--- src/rtl/lsu_pkg.sv ---
// Shared encodings, FSM states and the request error check for the load/store unit.
// Pure declarations: no latency and no flow-control behaviour of its own.
package lsu_pkg;

    localparam int unsigned LSU_MEM_WORDS = 64;

    localparam logic [1:0] SIZE_BYTE = 2'b00;
    localparam logic [1:0] SIZE_HALF = 2'b01;
    localparam logic [1:0] SIZE_WORD = 2'b10;

    typedef enum logic [2:0] {
        S_IDLE  = 3'd0,
        S_READ  = 3'd1,
        S_WAIT  = 3'd2,
        S_WRITE = 3'd3,
        S_RESP  = 3'd4
    } lsu_state_t;

    // Misaligned half/word, the reserved size code, or a word index past the memory.
    function automatic logic lsu_req_err(input logic [1:0] size, input logic [31:0] addr,
                                         input int unsigned words);
        logic err;
        case (size)
            SIZE_BYTE: err = 1'b0;
            SIZE_HALF: err = addr[0];
            SIZE_WORD: err = (addr[1:0] != 2'b00);
            default:   err = 1'b1;
        endcase
        if ({2'b00, addr[31:2]} >= words) begin
            err = 1'b1;
        end
        return err;
    endfunction

endpackage

--- src/rtl/lsu_align.sv ---
// Little-endian lane extract with sign/zero extension for loads, lane merge for stores.
// Purely combinational, zero latency; no flow control.
module lsu_align
    import lsu_pkg::*;
(
    input  logic [1:0]  size,
    input  logic [1:0]  offset,
    input  logic        is_unsigned,
    input  logic [31:0] mem_word,
    input  logic [31:0] store_data,
    output logic [31:0] load_data,
    output logic [31:0] merged_word
);

    logic [7:0]  byte_lane;
    logic [15:0] half_lane;

    always_comb begin
        byte_lane = mem_word[8*offset +: 8];
        half_lane = offset[1] ? mem_word[31:16] : mem_word[15:0];

        case (size)
            SIZE_BYTE: load_data = {{24{~is_unsigned & byte_lane[7]}}, byte_lane};
            SIZE_HALF: load_data = {{16{~is_unsigned & half_lane[15]}}, half_lane};
            default:   load_data = mem_word;
        endcase

        merged_word = mem_word;
        case (size)
            SIZE_BYTE: merged_word[8*offset +: 8] = store_data[7:0];
            SIZE_HALF: begin
                if (offset[1]) begin
                    merged_word[31:16] = store_data[15:0];
                end else begin
                    merged_word[15:0] = store_data[15:0];
                end
            end
            default:   merged_word = store_data;
        endcase
    end

endmodule

--- src/rtl/load_store_unit.sv ---
// One-at-a-time data-memory initiator; sub-word stores are read-modify-write on a word memory.
// Response after 1 (error) / 2 (word store) / 3 (load) / 4 (sub-word store) edges; req_ready low while busy.
module load_store_unit
    import lsu_pkg::*;
#(
    parameter int unsigned MEM_WORDS = LSU_MEM_WORDS
) (
    input  logic        clock,
    input  logic        reset,
    input  logic        req_valid,
    output logic        req_ready,
    input  logic        req_write,
    input  logic [1:0]  req_size,
    input  logic        req_unsigned,
    input  logic [31:0] req_addr,
    input  logic [31:0] req_wdata,
    output logic        resp_valid,
    output logic [31:0] resp_rdata,
    output logic        resp_error,
    output logic        memWrite,
    output logic        memRead,
    output logic [31:0] address,
    output logic [31:0] writeData,
    input  logic [31:0] readData
);

    lsu_state_t  state_q, state_d;
    logic        wr_q, wr_d;
    logic [1:0]  size_q, size_d;
    logic        uns_q, uns_d;
    logic [31:0] addr_q, addr_d;
    logic [31:0] data_q, data_d;
    logic [31:0] resp_rdata_q, resp_rdata_d;
    logic        resp_error_q, resp_error_d;

    logic [31:0] load_data;
    logic [31:0] merged_word;

    lsu_align u_align (
        .size        (size_q),
        .offset      (addr_q[1:0]),
        .is_unsigned (uns_q),
        .mem_word    (readData),
        .store_data  (data_q),
        .load_data   (load_data),
        .merged_word (merged_word)
    );

    always_ff @(posedge clock or negedge reset) begin
        if (!reset) begin
            state_q      <= S_IDLE;
            wr_q         <= 1'b0;
            size_q       <= SIZE_BYTE;
            uns_q        <= 1'b0;
            addr_q       <= '0;
            data_q       <= '0;
            resp_rdata_q <= '0;
            resp_error_q <= 1'b0;
        end else begin
            state_q      <= state_d;
            wr_q         <= wr_d;
            size_q       <= size_d;
            uns_q        <= uns_d;
            addr_q       <= addr_d;
            data_q       <= data_d;
            resp_rdata_q <= resp_rdata_d;
            resp_error_q <= resp_error_d;
        end
    end

    always_comb begin
        state_d      = state_q;
        wr_d         = wr_q;
        size_d       = size_q;
        uns_d        = uns_q;
        addr_d       = addr_q;
        data_d       = data_q;
        resp_rdata_d = resp_rdata_q;
        resp_error_d = resp_error_q;
        case (state_q)
            S_IDLE: begin
                if (req_valid) begin
                    wr_d   = req_write;
                    size_d = req_size;
                    uns_d  = req_unsigned;
                    addr_d = req_addr;
                    data_d = req_wdata;
                    if (lsu_req_err(req_size, req_addr, MEM_WORDS)) begin
                        resp_rdata_d = '0;
                        resp_error_d = 1'b1;
                        state_d      = S_RESP;
                    end else if (req_write && (req_size == SIZE_WORD)) begin
                        state_d = S_WRITE;
                    end else begin
                        state_d = S_READ;
                    end
                end
            end
            S_READ: state_d = S_WAIT;
            S_WAIT: begin
                // data_q is reused to carry the merged word into WRITE.
                if (wr_q) begin
                    data_d  = merged_word;
                    state_d = S_WRITE;
                end else begin
                    resp_rdata_d = load_data;
                    resp_error_d = 1'b0;
                    state_d      = S_RESP;
                end
            end
            S_WRITE: begin
                resp_rdata_d = '0;
                resp_error_d = 1'b0;
                state_d      = S_RESP;
            end
            S_RESP:  state_d = S_IDLE;
            default: state_d = S_IDLE;
        endcase
    end

    always_comb begin
        req_ready  = (state_q == S_IDLE);
        resp_valid = (state_q == S_RESP);
        resp_rdata = resp_rdata_q;
        resp_error = resp_error_q;
        memRead    = 1'b0;
        memWrite   = 1'b0;
        address    = '0;
        writeData  = '0;
        case (state_q)
            S_READ: begin
                memRead = 1'b1;
                address = {2'b00, addr_q[31:2]};
            end
            S_WRITE: begin
                memWrite  = 1'b1;
                address   = {2'b00, addr_q[31:2]};
                writeData = data_q;
            end
            default: ;
        endcase
    end

endmodule

--- config.mk ---
export PLATFORM = sky130hd
export DESIGN_NAME = load_store_unit
export DESIGN_NICKNAME = d
export VERILOG_FILES = /design/src/rtl/lsu_pkg.sv /design/src/rtl/lsu_align.sv /design/src/rtl/load_store_unit.sv
export SDC_FILE = /design/constraint.sdc
export NUM_CORES = 1
export LEC_CHECK = 0
export ABC_AREA = 1
export CAP_MARGIN = 30
export CORE_ASPECT_RATIO = 0.6
export CORE_MARGIN = 2
export CORE_UTILIZATION = 45
export CTS_CLUSTER_DIAMETER = 60
export DETAILED_ROUTE_END_ITERATION = 7
export PLACE_DENSITY = 0.78
export REMOVE_ABC_BUFFERS = 1
export SKIP_CTS_REPAIR_TIMING = 1
export SKIP_LAST_GASP = 1
export SYNTH_ARGS = -nofsm -noshare
export SYNTH_HDL_FRONTEND = slang
export SYNTH_SLANG_ARGS = --single-unit
--- constraint.sdc ---
create_clock -name clock -period 5.75 [get_ports clock]
set_clock_uncertainty 0.15 [all_clocks]
set_input_delay 0.8625 -clock clock [delete_from_list [all_inputs] [get_ports clock]]
set_output_delay 0.8625 -clock clock [all_outputs]
set_load 0.03 [all_outputs]
# == After elaboration in Yosys (flattened, before gate mapping) ==
# Index checks and enable logic that the tools add are counted.
# totals
regBits,104
out_inout_bits,101
# classes
muxes,30
addsub,1
bitwise,3
n_reduce_logical,12
n_lt_le_gt_ge,1
n_eq_ne,13
shift,3
# op_table
op,count
$mux 32,6
$pmux 32 s2,3
$pmux 32 s3,1
$mux 16,3
$neg 5->34,1
$shift 8x34->32 const A,1
$shiftx 8x34->32,1
$bwmux 32,1
$shiftx 32x6->8,1
$ge 30x7->1 const B,1
$mux 30,1
$pmux 3 s4,1
$mux 3,3
$mux 1,8
$reduce_and 4->1,2
$eq 3x2->1 const B,2
$ne 2x2->1 const B,3
$pmux 1 s3,2
$reduce_and 5->1,1
$eq 2x1->1 const B,2
$logic_not 2->1,2
$reduce_bool 2->1,2
$eq 3x1->1 const B,1
$eq 3x3->1 const B,1
other kinds (12),13

# == Depth between registers and ports, before layout ==
# Gate-level depths: netlist of the first run.
# depth
word_depth,8
ltp_mapped,12
mapped_depth_nobuf,9

# == Hierarchy ==
# A second synthesis of the first run with hierarchy kept.
# unflattened
cells_unflattened,1130
hier_area_um2,7342.0
# by_module_without_submodules
mod,seq_area_each_um2,cells_per_inst,n_inst,area_per_inst_um2
load_store_unit,2602.5,721,1,5288.8
lsu_align,0.0,409,1,2053.2

# == Worst setup path after synthesis of the first run ==
# No wires, ideal clock.
# synth_timing
path_type,register -> output
startpoint,reg state_q[2]
endpoint,out writeData[10]
path_stages_with_launch,7
setup_slack_ns,2.883
arrival_time_ns,1.855
required_ns,4.738
path_buffers,1
cell_sequence,dfrtp_1 > inv_2 > nand2_1 > nor2_1 > inv_1 > clkbuf_1 > nor2_1
# synth_via
elab_chain_len,2
# synth_lines
item,line,rtl
"start, declared",load_store_unit.sv:27,"lsu_state_t state_q, state_d;"
"start signal, assigned",load_store_unit.sv:60,state_q <= state_d;
$eq 3x2->1,load_store_unit.sv:130,case (state_q)
$mux 32,load_store_unit.sv:130,
"end, declared",load_store_unit.sv:23,"output logic [31:0] writeData,"
# No other way between the ends.

# == Worst setup path after layout of the first run ==
# layout_timing
startpoint,reg state_q[2]
endpoint,out writeData[3]
# The elaborated chain is that of the path after synthesis.

==> results by group, run 1 <==
Run status
  – Outcome: complete, no violations

Yosys
  – Ys flop type: dfrtp_1
  – Post-Syn Instances: 935
  – Sequential share of the synthesized area: 41.16%
  – Average footprint of a synthesized cell: 6.763 sq um
  – EDFF count, synth: 0
  – Synth Register Bits: 104
  – Share of the synthesized area in the top cell type: 41.16%
  – Cell variety after synth: 34
  – Commonest cells in the netlist: nand2_1, nor2_1, inv_1
  – Top-count cell post-synth: nand2_1
  – Asr flop ratio synth: 100.0%
  – Cell Area, Synth: 0.006324 sq mm
  – Largest cells by area after synthesis: dfrtp_1, nand2_1, nor2_1
  – Area leader, netlist: dfrtp_1
  – Yosys warns: 0

Detailed routing
  – Initial drt markers: 778
  – Antenna-violating nets left: 0
  – Wire per inst: 15.94 um
  – DRC Markers: 0
  – Vias per inst: 5.201
  – Final Routed Wirelength: 20.73 mm
  – First drt pass iteration count: 7
  – Via count: 6761

Timing
  – Hold Slack: 322.3 ps
  – RSZ-0062 raised after global routing: no
  – Fin crit period: 3957 ps
  – Endpoints failing hold: 0
  – Worst-Margin Slew: 1096 ps
  – Relative slew slack: 26.93%
  – Crit share post-route: 68.82%
  – Fin. max-slew vios: 0
  – Fmax: 252.7 MHz
  – Setup TNS: 0 ps
  – # setup viols final: 0
  – Final WS setup: 1793 ps

Worst setup path
  – Worst setup path class: reg -> out
  – CP Buf/Inv Count: 3
  – Cell family contributing the most delay on the critical path: buffers and inverters
  – Most used cell, CP: nor2_1
  – Worst setup EP type: output pin
  – Data required, critical path: 4740 ps
  – CP Cell Sequence: inv_2, nand2_1, nor2_1, inv_1, nor2_1, clkdlybuf4s50_1
  – Startpoint Class: register
  – Crit-path max FO: 32
  – CP max-delay cell: clkdlybuf4s50_1
  – CP arrival: 2940 ps
  – CP max stage delay: 720 ps

Clocking
  – Num CTS Buffers: 9
  – # clock sinks: 104
  – Root Buffer: clkbuf_16
  – Worst-case clock buffer depth: 2
  – Clk slew on worst S/H paths: 80 ps
  – CTS tree: built
  – Clock latency on the worst-skew pair: 350 ps
  – H-tree levels: 3

Global route
  – Remaining global-route overflow: 0
  – Vias in the first global route: 6177
  – First-pass GRT wire length: 32.69 mm
  – Initial antenna violation count: 2
  – Gr usage total: 28.41%
  – Pin count of the biggest net entering global routing: 61

Place
  – Port Buf Inserts: 201
  – Inst Count DP: 1284
  – GPL Wtd Cong: 0.9952
  – Placed Instance Area: 0.008401 sq mm
  – Final HPWL DP: 15.56 mm
  – Pre-CTS WS: 2161 ps

Floorplan
  – Die area: 0.01505 sq mm
  – IO Pins: 204
  – FP Rows: 33
  – Initial Util: 46.13%
  – Die Width: 157.0 um
  – Die height: 95.82 um
  – Total core area: 0.01371 sq mm

Power and ir drop
  – LEAKAGE: 4.215 nW
  – PwrDens: 381.4 mW/mm^2
  – Total chip power: 3.333 mW
  – Worst VDD drop: 0.2054 mV

Final layout
  – Synthesis-to-finish area growth: 38.21%
  – # diodes: 0
  – Final Non-Filler Cells: 1300
  – Fillers: 1262
  – Fraction of layout cells with a size suffix above 1: 5.235%
  – Finished Core Util: 63.75%
  – Finished Cell Area: 0.008740 sq mm
  – Layout net count: 1211

Worst hold path
  – Hold WC Path Type: reg -> reg

Flow run
  – Max-Cap Viols: 0
==> area by class of cell <==
class / instances / area, sq um / share of cell area (%)
clock buffers: 11 / 252.7 / 2.892
repair buffers: 204 / 2064 / 23.62
flip-flops and latches: 104 / 2603 / 29.78
clock inverters: 5 / 86.33 / 0.9878
well taps: 192 / 240.2 / 2.749
multi-input cells: 650 / 2988 / 34.19
inverters: 134 / 505.5 / 5.784
==> final timing paths <==
check | slack [ps] | end | cells after the start | from
max in group asynchronous | 3910 | addr_q[2]$_DFFE_PN0P_ | 2 | reset
worst min-delay path | 320 | resp_rdata[13]$_DFFE_PN0P_ | 2 | resp_rdata[13]$_DFFE_PN0P_
worst max register to register | 2410 | data_q[8]$_DFFE_PN0P_ | 8 | addr_q[1]$_DFFE_PN0P_
worst min register to register | 320 | resp_rdata[13]$_DFFE_PN0P_ | 2 | resp_rdata[13]$_DFFE_PN0P_
min in group asynchronous | 380 | addr_q[4]$_DFFE_PN0P_ | 1 | reset
worst max-delay path | 1790 | writeData[3] | 6 | state_q[2]$_DFFE_PN0N_
==> layout by cell type (no fill, tap or decap), types with 5 or more instances in the layout <==
| cell | Yosys | final |
|---|---|---|
| or2_2 | 14 | 14 |
| o21ai_0 | 56 | 56 |
| dfrtp_1 | 104 | 104 |
| nor3_1 | 10 | 10 |
| clkbuf_16 | 0 | 9 |
| o22ai_1 | 6 | 6 |
| a21oi_1 | 52 | 52 |
| nand3_1 | 62 | 62 |
| o211ai_1 | 20 | 20 |
| clkdlybuf4s50_1 | 0 | 200 |
| nor2_1 | 125 | 125 |
| ha_1 | 5 | 5 |
| nand4_1 | 9 | 9 |
| nand2_1 | 268 | 267 |
| inv_1 | 121 | 121 |
| inv_2 | 10 | 10 |
==> flip-flops by register name (all words and copies together) (netlist names) <==
signal      cells
addr_q         32
data_q         32
resp_rdata     32
state_q         3
size_q          2
resp_error      1
uns_q           1
wr_q            1
==> worst min-delay path: stages, from the launching register on <==
cell     delay (ps)
dfrtp_1         340
nand2_1          50
nand2_1          50
==> routing by layer <==
layer  vias to the layer above  track usage [%]  wire [um]
met2                       360            40.02       8423
li1                       3273                -          -
met3                        28            8.104       2419
met4                         0            6.212        277
met1                      3100            42.98       9606
met5                         -                0          0
==> report_power, final <==
part           leakage [nW]  internal (mW)  total (mW)  switching [mW]
combinational          2.74          0.467        1.47           0.999
sequential             1.31          0.974        1.18           0.201
clock                 0.166          0.409       0.692           0.283
total                  4.21           1.85        3.33            1.48
==> cell families (layout without fill, tap and decap cells) <==
group | Yosys count | after routing | share of synthesized area (%)
adders and majority gates | 5 | 5 | 0.9893
other | 1 | 2 | 0.05930
buffers and inverters | 182 | 354 | 11.69
AOI/OAI and AO/OA | 143 | 143 | 12.52
DFF | 104 | 104 | 41.16
and+or+nand+nor | 500 | 500 | 33.58
Power figures use the tool's default switching activity.
==> inputs of run 2 (changes only) <==
==> constraint.sdc (replaced) <==
create_clock -name clock -period 3.65 [get_ports clock]
set_clock_uncertainty 0.15 [all_clocks]
set_input_delay 0.5475 -clock clock [delete_from_list [all_inputs] [get_ports clock]]
set_output_delay 0.5475 -clock clock [all_outputs]
set_load 0.03 [all_outputs]
==> results by group, run 2 (same netlist as run 1, synthesis figures left out) <==
Worst hold path
  – Hold WC Path Type: in -> async

Detailed routing
  – Antenna-violating nets left: 0
  – Final Routed Wirelength: 20.51 mm
  – First drt pass iteration count: 5
  – DRC Markers: 0
  – Via count: 6653
  – Initial drt markers: 509
  – Vias per inst: 5.098
  – Wire per inst: 15.72 um

Place
  – Placed Instance Area: 0.008453 sq mm
  – Port Buf Inserts: 201
  – GPL Wtd Cong: 0.9851
  – Pre-CTS WS: 980.0 ps
  – Final HPWL DP: 15.75 mm

Worst setup path
  – Worst reg2reg endpoint: data_q[23]$_DFFE_PN0P_
  – Reg2reg setup slack: 930 ps
  – R2R depth: 9
  – Data required, critical path: 2950 ps
  – Reg-to-reg startpoint: addr_q[0]$_DFFE_PN0P_
  – Crit-path max FO: 24
  – Worst setup path class: reg -> out
  – Worst setup EP type: output pin
  – CP arrival: 2330 ps
  – Startpoint Class: register

Timing
  – Setup TNS: 0 ps
  – Fin. max-slew vios: 0
  – Worst-Margin Slew: 744.3 ps
  – # setup viols final: 0
  – Final WS setup: 623.5 ps
  – Crit share post-route: 82.92%
  – Relative slew slack: 50.32%
  – Endpoints failing hold: 0
  – Fmax: 330.4 MHz
  – RSZ-0062 raised after global routing: no
  – Fin crit period: 3026 ps

Floorplan
  – IO Pins: 204
  – FP Rows: 33
  – Total core area: 0.01371 sq mm
  – Initial Util: 46.13%
  – Die Width: 157.0 um
  – Die area: 0.01505 sq mm
  – Die height: 95.82 um

Final layout
  – Finished Cell Area: 0.008767 sq mm
  – Fillers: 1295
  – Most frequent cells in the layout: nand2_1, clkdlybuf4s50_1, nor2_1
  – Synthesis-to-finish area growth: 38.64%
  – Commonest non-fill, non-tap cell in the layout: nand2_1
  – Fraction of layout cells with a size suffix above 1: 7.098%
  – Layout net count: 1216
  – # diodes: 0
  – Multi-input gate area: 0.002988 sq mm
  – Reg area: 0.002603 sq mm

Flow run
  – Max-Cap Viols: 0

Clocking
  – Num CTS Buffers: 9
  – Clk slew on worst S/H paths: 70 ps
  – Worst-case clock buffer depth: 2
  – H-tree levels: 3
  – # clock sinks: 104
  – Root Buffer: clkbuf_16
  – CTS tree: built
  – Clock latency on the worst-skew pair: 350 ps

Global route
  – Remaining global-route overflow: 0
  – Gr usage total: 27.99%
  – Vias in the first global route: 6037
  – Initial antenna violation count: 1
  – First-pass GRT wire length: 32.26 mm
  – Pin count of the biggest net entering global routing: 60

Power and ir drop
  – Worst VDD drop: 0.2818 mV
  – PwrDens: 588.1 mW/mm^2
  – LEAKAGE: 4.267 nW

Run status
  – Outcome: complete, no violations
run 2: cell count changes in the layout (fill, tap and decap cells not counted), sizes merged:
cell,change
buf,+21
clkdlybuf4s50,-16
bufinv,-1
inv,+1
run 2: routing by layer:
metal	wire length, um	GRT usage (%)	vias up
met1	9534	41.28	3065
met3	2402	9.410	23
li1	-	-	3281
met5	0	0	-
met2	8300	39.80	284
met4	275	5.682	0
run 2: critical path: stages (launching register included):
cell,delay (ps)
dfrtp_1,370
inv_2,90
nand2_1,90
nor2_1,170
inv_1,350
nor2_1,200
clkdlybuf4s50_1,690
run 2: metrics by stage:
stage	total power [mW]	hold WS (ps)	utilization (%)	cells
after global placement	4.054	305.8	61.66	1289
after floorplan	3.346	101.9	-	888
after global routing	5.580	103.8	63.96	1305
after detailed placement	4.104	309.0	61.66	1289
after CTS	5.137	75.35	63.96	1305
final	5.156	56.98	63.96	1305
run 2: cell type report:
type | instances | share of cell area (%)
Multi-Input combinational cell | 650 | 34.08
Inverter | 134 | 5.766
Timing Repair Buffer | 209 | 24.15
Tap cell | 192 | 2.740
Sequential cell | 104 | 29.68
Clock buffer | 11 | 2.883
Clock inverter | 5 | 0.6993
run 2: power by group:
part / internal (mW) / switching (mW)
logic: 0.741 / 1.61
registers: 1.54 / 0.240
clock network: 0.575 / 0.449
total: 2.85 / 2.30
run 2: how the worst max path moves through the flow:
| stage | startpoint | to | slack, ps | depth (start not counted) |
|---|---|---|---|---|
| 3_5_place_dp | state_q[2]$_DFFE_PN0N_ | writeData[3] | 980 | 6 |
| 3_3_place_gp | state_q[2]$_DFFE_PN0N_ | writeData[25] | 1030 | 6 |
| 4_1_cts | state_q[2]$_DFFE_PN0N_ | writeData[3] | 600 | 6 |
| 2_1_floorplan | state_q[2]$_DFFE_PN0N_ | writeData[0] | 450 | 5 |
| 5_1_grt | state_q[2]$_DFFE_PN0N_ | writeData[23] | 390 | 6 |
| 6_report | state_q[2]$_DFFE_PN0N_ | writeData[11] | 620 | 6 |
